### src/rtl/weight_bank_ctrl.sv
// Load/read sequencer for the 8-bank x 72-bit URAM weight store.
// Load stripes a 72-bit stream across banks; read issues bursts with a fixed-latency valid.

module wbc_bank_lane (
  input  logic clk,
  input  logic rst,
  input  logic wr_hit,
  input  logic rd_hit,
  output logic wen,
  output logic ren
);
  always_ff @(posedge clk) begin
    if (rst) begin
      wen <= 1'b0;
      ren <= 1'b0;
    end else begin
      wen <= wr_hit;
      ren <= rd_hit;
    end
  end
endmodule

module weight_bank_ctrl #(
  parameter int DEPTH      = 4096,
  parameter int ADDR_WIDTH = $clog2(DEPTH),
  parameter int NUM_BANKS  = 8,
  parameter int RD_LATENCY = 3
) (
  input  logic                   clk,
  input  logic                   rst,
  input  logic                   load_start,
  input  logic [ADDR_WIDTH-1:0]  load_base,
  input  logic [ADDR_WIDTH:0]    load_words,
  input  logic                   s_valid,
  input  logic [71:0]            s_data,
  output logic                   s_ready,
  output logic                   load_busy,
  output logic                   load_done,
  input  logic                   rd_start,
  input  logic [ADDR_WIDTH-1:0]  rd_base,
  input  logic [ADDR_WIDTH:0]    rd_count,
  input  logic                   rd_hold,
  output logic                   rd_busy,
  output logic                   rd_done,
  output logic                   rdata_valid,
  output logic [0:NUM_BANKS-1]   wen,
  output logic [71:0]            wdata,
  output logic [ADDR_WIDTH-1:0]  waddr,
  output logic [0:NUM_BANKS-1]   ren,
  output logic [ADDR_WIDTH-1:0]  raddr
);
  localparam int BW = $clog2(NUM_BANKS);

  typedef enum logic [1:0] {L_IDLE, L_LOAD, L_DONE} lstate_t;
  typedef enum logic [1:0] {R_IDLE, R_ISSUE, R_DRAIN} rstate_t;

  lstate_t ls, ls_nxt;
  rstate_t rs, rs_nxt;

  logic [ADDR_WIDTH-1:0] l_base, r_base;
  logic [ADDR_WIDTH:0]   l_words, entry_idx, r_count, issued;
  logic [BW-1:0]         bank_idx;
  logic                  r_zero;
  logic [RD_LATENCY:0]   vld_pipe, last_pipe;

  logic both_idle, load_acc, rd_acc, hs, l_last, issue, r_last;

  always_comb begin
    both_idle = (ls == L_IDLE) && (rs == R_IDLE);
    load_acc  = both_idle && load_start;
    // load has priority over a same-cycle read request
    rd_acc    = both_idle && rd_start && !load_start;
    s_ready   = (ls == L_LOAD);
    load_busy = (ls != L_IDLE);
    load_done = (ls == L_DONE);
    hs        = s_valid && s_ready;
    l_last    = hs && (bank_idx == BW'(NUM_BANKS - 1)) && (entry_idx == l_words - 1'b1);
    issue     = (rs == R_ISSUE) && !rd_hold;
    r_last    = issue && (issued == r_count - 1'b1);
    rd_busy   = (rs != R_IDLE);
    rd_done   = (rs == R_DRAIN) && (r_zero || last_pipe[RD_LATENCY]);
    rdata_valid = vld_pipe[RD_LATENCY];

    ls_nxt = ls;
    case (ls)
      L_IDLE: if (load_acc) ls_nxt = (load_words == '0) ? L_DONE : L_LOAD;
      L_LOAD: if (l_last)   ls_nxt = L_DONE;
      default:              ls_nxt = L_IDLE;
    endcase

    rs_nxt = rs;
    case (rs)
      R_IDLE:  if (rd_acc)  rs_nxt = (rd_count == '0) ? R_DRAIN : R_ISSUE;
      R_ISSUE: if (r_last)  rs_nxt = R_DRAIN;
      R_DRAIN: if (rd_done) rs_nxt = R_IDLE;
      default:              rs_nxt = R_IDLE;
    endcase
  end

  always_ff @(posedge clk) begin
    if (rst) begin
      ls        <= L_IDLE;
      rs        <= R_IDLE;
      l_base    <= '0;
      l_words   <= '0;
      bank_idx  <= '0;
      entry_idx <= '0;
      r_base    <= '0;
      r_count   <= '0;
      issued    <= '0;
      r_zero    <= 1'b0;
      wdata     <= '0;
      waddr     <= '0;
      raddr     <= '0;
      vld_pipe  <= '0;
      last_pipe <= '0;
    end else begin
      ls <= ls_nxt;
      rs <= rs_nxt;
      if (load_acc) begin
        l_base    <= load_base;
        l_words   <= load_words;
        bank_idx  <= '0;
        entry_idx <= '0;
      end
      if (hs) begin
        wdata    <= s_data;
        waddr    <= l_base + entry_idx[ADDR_WIDTH-1:0];
        bank_idx <= bank_idx + 1'b1;
        if (bank_idx == BW'(NUM_BANKS - 1)) entry_idx <= entry_idx + 1'b1;
      end
      if (rd_acc) begin
        r_base  <= rd_base;
        r_count <= rd_count;
        issued  <= '0;
        r_zero  <= (rd_count == '0);
      end
      if (issue) begin
        raddr  <= r_base + issued[ADDR_WIDTH-1:0];
        issued <= issued + 1'b1;
      end
      // stage 0 mirrors ren; the top stage lines up with bank read data
      vld_pipe  <= {vld_pipe[RD_LATENCY-1:0], issue};
      last_pipe <= {last_pipe[RD_LATENCY-1:0], r_last};
    end
  end

  for (genvar b = 0; b < NUM_BANKS; b++) begin : g_bank
    wbc_bank_lane u_lane (
      .clk    (clk),
      .rst    (rst),
      .wr_hit (hs && (bank_idx == BW'(b))),
      .rd_hit (issue),
      .wen    (wen[b]),
      .ren    (ren[b])
    );
  end
endmodule

### config.mk
export PLATFORM = sky130hd
export DESIGN_NAME = weight_bank_ctrl
export DESIGN_NICKNAME = d
export VERILOG_FILES = /design/src/rtl/weight_bank_ctrl.sv
export SDC_FILE = /design/constraint.sdc
export NUM_CORES = 1
export LEC_CHECK = 0
export CORE_MARGIN = 4
export CORE_UTILIZATION = 35
export CTS_BUF_LIST = sky130_fd_sc_hd__clkbuf_4 sky130_fd_sc_hd__clkbuf_8
export CTS_CLUSTER_SIZE = 10
export DETAILED_ROUTE_END_ITERATION = 8
export HOLD_SLACK_MARGIN = 0.03
export PLACE_DENSITY_LB_ADDON = 0.12
export SYNTH_ARGS = -nofsm -noshare
export SYNTH_HDL_FRONTEND = slang
export SYNTH_SLANG_ARGS = --single-unit
### constraint.sdc
create_clock -name clk -period 2.9 [get_ports clk]
set_input_delay 0.29 -clock clk [delete_from_list [all_inputs] [get_ports clk]]
set_output_delay 0.29 -clock clk [all_outputs]
set_load 0.01 [all_outputs]
# [Word-level counts from Yosys, hierarchy flattened]
# Cells that the tools add are included.
[op_classes] n_eq_ne=18 reduce_logical=31 add_sub_neg=7 mux=16
[ops] op="$mux 13" count=5
[ops] op="$add 13x1->13 const B" count=2
[ops] op="$eq 13x13->1" count=2
[ops] op="$logic_not 13->1" count=2
[ops] op="$sub 13x1->13 const B" count=2
[ops] op="$add 12x12->12" count=2
[ops] op="$logic_and 1x1->1" count=17
[ops] op="$mux 2" count=7
[ops] op="$eq 3x3->1 const B" count=4
[ops] op="$ne 2x2->1 const B" count=4
[ops] op="$reduce_bool 2->1" count=4
[ops] op="$eq 3x2->1 const B" count=2
[ops] op="$mux 3" count=2
[ops] op="$pmux 2 s3" count=1
[ops] op="$eq 2x1->1 const B" count=2
[ops] op="$eq 2x2->1 const B" count=2
[ops] op="$logic_not 2->1" count=2
[ops] op="$pmux 2 s2" count=1
[ops] op="$add 3x1->3 const B" count=1
[ops] op="$eq 3x1->1 const B" count=1
[ops] op="$logic_not 3->1" count=1
[ops] op="$reduce_and 3->1" count=1
[ops] op="$logic_not 1->1" count=2
[ops] op="$ne 2x1->1 const B" count=1
[ops] op="other kinds (2)" count=2
[totals] output_inout_bits=118 ff_bits=197 wordCells=96

# [Logic depth before layout (Yosys ltp)]
# Gate-level depths: netlist (run 1).
[logic_depth] word_depth=6 depth_mapped=10

# [Cells and area by module]
# Synthesis (run 1) repeated with hierarchy kept, for this count alone.
[hier_totals] cells_unflattened=1153 hier_area_um2=9300.2
[by_module_without_submodules] module="weight_bank_ctrl" n_inst=1 cells_each=1121 area_per_inst_um2=8879.8
[by_module_without_submodules] module="wbc_bank_lane" n_inst=8 cells_each=4 area_per_inst_um2=52.6

# [Worst setup path before layout (run 1)]
# OpenSTA, ideal clock, no wires.
[synth_timing] path_type="register to register" startpoint="register entry_idx[0]" endpoint="register waddr[8]" path_stages_with_launch=11 arrival_ns=2.218 setup_time_ns=0.062 synth_period_minus_slack_ns=2.280 path_slack_ns=0.620 path_buffers=0 path_cell_list="dfxtp_1 ha_1 inv_1 fa_1 nor2b_1 o21ai_0 a21boi_0 o41ai_1 o21ba_2 or4_1 nand3_1"
[synth_between] elab_chain_cells=1
[synth_lines] item="from (decl)" line_no="61" text="logic [ADDR_WIDTH:0] l_words, entry_idx, r_count, issued;"
[synth_lines] item="from (signal assigned)" line_no="130" text="if (bank_idx == BW'(NUM_BANKS - 1)) entry_idx <= entry_idx + 1'b1;"
[synth_lines] item="$add 12x12->12" line_no="128" text="waddr <= l_base + entry_idx[ADDR_WIDTH-1:0];"
[synth_lines] item="to (signal assigned)" line_no="128"
[synth_lines] item="to (decl)" line_no="48" text="output logic [ADDR_WIDTH-1:0] waddr,"
# Every way passes these cells.
# A chain may end at the register's enable or synchronous reset.

# [Final worst setup path (run 1)]
# Ends and elaborated chain as after synthesis.

==> out/qor.csv, run 1 <==
stage,metric,value,unit
run_status,status,"finished, final reports clean",
placed_design,placed cells,1682,
clock_network,CTS sink cnt,196,
worst_setup_path,startpoint types,flip-flop,
worst_setup_path,RR Endpoint,waddr[8]$_SDFFE_PP0P_,
sta,Hold Fails Final Rpt,0,
cells_and_area,Nets,1528,
yosys,"FF+latch count, synth",196,
yosys,main flop type after synthesis,dfxtp_1,
yosys,largest area contributor in the netlist,dfxtp_1,
placed_design,post-detail-place hpwl,18.8,mm
power,leakage,4.41,nW
yosys,top cell type's share of synthesized area,42.7,%
die,die height,170,um
detailed_routing,Post-DRT Antenna Nets,0,
placed_design,routability cong.,0.808,
detailed_routing,Pre-antenna DRT Iters,5,
cells_and_area,Area Growth Syn to Fin,33.2,%
hold_path,Hold Path Stages,2,
yosys,syn_nets,1332,
clock_network,H-tree Lvls,4,
worst_setup_path,Worst Path Required,3310,ps
detailed_routing,Avg WL per Cell,15.4,um
global_routing,largest net degree at the start of global routing,67,
yosys,syn avg cell area,7.86,um2
sta,RSZ-0062 raised after global routing,no,
global_routing,number of global-route vias before repair,7976,
cells_and_area,sequential standard cell area,0.00392,mm2
worst_setup_path,Worst Path Max Fanout,6,
die,Die ar.,0.0289,mm2
worst_setup_path,Critical Path AT,2950,ps
hold_path,Worst Hold Class,input port to flip-flop,
die,row count,59,
cells_and_area,antenna cells,0,
yosys,"EDFF count, synth",0,
die,chip width,170,um
clock_network,post_cts resized,0,
clock_network,clock slew at reported path FFs,100,ps
yosys,Gate Count Post-Synth,1170,
die,Core Area,0.0260,mm2
clock_network,CTS tree,yes,
cells_and_area,layout cell share with drive strength beyond 1,5.22,%
sta,Worst slew margin,50.9,%
clock_network,CTS buffer count,17,
global_routing,initial antenna violation count,0,
cells_and_area,FILL cells,2627,
sta,fin crit share,87.5,%
sta,fin crit period,2540,ps
sta,WHS,243,ps
placed_design,I/O Buffers,245,
worst_setup_path,flop2flop setup slack,360,ps
yosys,"count leader, synth",nand2_1,
yosys,"Seq/Total Area, Yosys",42.7,%
hold_path,hold path startpoint,rst,
worst_setup_path,R2R depth,10,
yosys,fraction of registers with async set/reset,0,%
sta,worst-margin pin slew,737,ps
detailed_routing,via count,8462,
detailed_routing,DRC Markers,0,
power,Peak VDD IR,324,uV
power,Final Total Pwr,5.71,mW
global_routing,remaining global-route overflow,0,
sta,setup TNS,0,ps
die,Top Ports,246,
yosys,Cell variety after synth,61,
sta,fmax,394,MHz
cells_and_area,Finished Layout Cells,1714,
yosys,Ys Warns,0,
clock_network,hold buffers post-CTS,0,
die,Initial Util,35.4,%
detailed_routing,DRT Wirelength,26.3,mm
detailed_routing,Iteration-0 DRC Markers,505,
flow_run,maxcap violations,0,
yosys,top area cells in the synthesized netlist,"dfxtp_1, nand2_1, a21oi_1, ha_1, xnor2_1",
worst_setup_path,worst r2r src,entry_idx[0]$_SDFF_PP0_,
detailed_routing,vias per cell,4.94,
clock_network,Clock Latency Late Sink,480,ps
clock_network,# Post-CTS Setup Buffers,0,
global_routing,gr usage total,17.6,%
worst_setup_path,CP endpoint kind,flip-flop,
worst_setup_path,Setup CP Type,flip-flop to flip-flop,
hold_path,Hold Crit Endpoint,entry_idx[10]$_SDFF_PP0_,
sta,count of final setup violators,0,
power,PwrDens,466,mW/mm2
cells_and_area,multi-input logic area,0.00481,mm2
sta,Final Skew,23.9,ps
yosys,most frequent cells after synthesis,"nand2_1, dfxtp_1, a21oi_1, nor2_1, clkbuf_1",
global_routing,first-pass GRT wire length,41.2,mm
yosys,Mapped Area,0.00920,mm2
clock_network,CTS max path bufs,2,
sta,Slew Limit Fails,0,
clock_network,Root Buffer,clkbuf_8,
[area by class of cell]
cell class / count / share of cell area [%]
Clock buffer: 17 / 1.91
Clock inverter: 15 / 1.51
Inverter: 21 / 0.644
Multi-Input combinational cell: 867 / 39.2
Sequential cell: 196 / 32.0
Tap cell: 335 / 3.42
Timing Repair Buffer: 263 / 21.2
[worst max-delay path, cell delays in order (launching register included)]
cell	delay (ps)
dfxtp_1	460
ha_1	240
inv_1	60
fa_1	380
nor2b_1	150
o21ai_0	100
a21boi_0	290
o41ai_1	140
o21ba_2	220
or4_1	390
nand3_1	70
[sequential cells by signal (all words and copies together), names as in the netlist]
signal	count
entry_idx	13
raddr	12
wdata	72
l_words	13
r_base	12
r_count	13
issued	13
r_zero	1
rs	2
last_pipe	4
l_base	12
bank_idx	3
vld_pipe	4
g_bank.u_lane.wen	8
ls	2
waddr	12
[power by group]
part	total, mW	internal (mW)	switching [mW]
Sequential	2.87	2.79	0.0809
Combinational	0.940	0.467	0.473
Clock	1.90	0.808	1.09
[metrics by stage]
| stage | setup slack, ps | utilization (%) | area (um2) |
|---|---|---|---|
| 2_1_floorplan | 620 | - | 9200 |
| 3_3_place_gp | 467 | 45.5 | 11800 |
| 3_5_place_dp | 409 | 45.5 | 11800 |
| 4_1_cts | 380 | 47.1 | 12200 |
| 5_1_grt | 163 | 47.1 | 12200 |
| 6_report | 362 | 47.1 | 12200 |
[placed cells by master, fill, tap and decap left out, types with 5 or more instances in the layout]
master / synthesis / layout
or3_1: 7 / 7
inv_1: 21 / 21
buf_4: 16 / 17
clkbuf_8: 0 / 17
nor3_1: 32 / 32
a31oi_1: 5 / 5
nand2b_1: 6 / 6
ha_1: 32 / 32
a211oi_1: 11 / 11
xnor2_1: 33 / 33
a21o_1: 5 / 5
xor2_1: 17 / 17
o21ai_0: 20 / 20
clkdlybuf4s50_1: 0 / 244
nand2_1: 299 / 298
nand4_1: 7 / 7
o21a_1: 9 / 9
nor2_1: 66 / 66
a21oi_1: 168 / 168
and3_1: 15 / 15
nand3_1: 32 / 32
mux2_2: 6 / 6
dfxtp_1: 196 / 196
o31ai_1: 6 / 6
nor2b_1: 13 / 13
mux2i_1: 6 / 6
nor4_1: 9 / 9
[cells by family (layout without fill, tap and decap cells)]
group                      after synthesis  in the layout  synth area share [%]
AOI/OAI and AO/OA                      248            248                  15.4
xor gates and xnor gates                50             50                  4.76
adders and majority gates               34             34                  4.79
buffers and inverters                  107            316                  5.21
DFF                                    196            196                  42.7
muxes                                   13             13                  1.51
and+or+nand+nor                        522            522                  25.6
[layer usage]
metal	track usage (%)	share of wire, %	wire length, um	vias to the layer above
met4	5.35	1.9	488	0
met2	30.0	49	12900	186
met1	22.5	45	11800	3914
li1	-	-	-	4339
met3	3.34	4.4	1150	23
met5	0	0	0	-
[how the worst max path moves through the flow]
| stage | cells past startpoint | to | slack (ps) | start |
|---|---|---|---|---|
| 2_1_floorplan | 10 | waddr[8]$_SDFFE_PP0P_ | 620 | entry_idx[0]$_SDFF_PP0_ |
| 3_3_place_gp | 9 | raddr[11]$_SDFFE_PP0P_ | 470 | issued[1]$_SDFFE_PP0P_ |
| 3_5_place_dp | 10 | waddr[8]$_SDFFE_PP0P_ | 410 | entry_idx[0]$_SDFF_PP0_ |
| 4_1_cts | 10 | raddr[10]$_SDFFE_PP0P_ | 380 | issued[0]$_SDFFE_PP0P_ |
| 5_1_grt | 10 | raddr[10]$_SDFFE_PP0P_ | 160 | issued[0]$_SDFFE_PP0P_ |
| 6_report | 10 | waddr[8]$_SDFFE_PP0P_ | 360 | entry_idx[0]$_SDFF_PP0_ |
Note: power is estimated with default switching activity, not from simulation.
==> inputs of run 2 (changes only) <==
- CAP_MARGIN: default -> 20
==> results of run 2 <==
Final layout, timing and power as in run 1 (identical DEF).
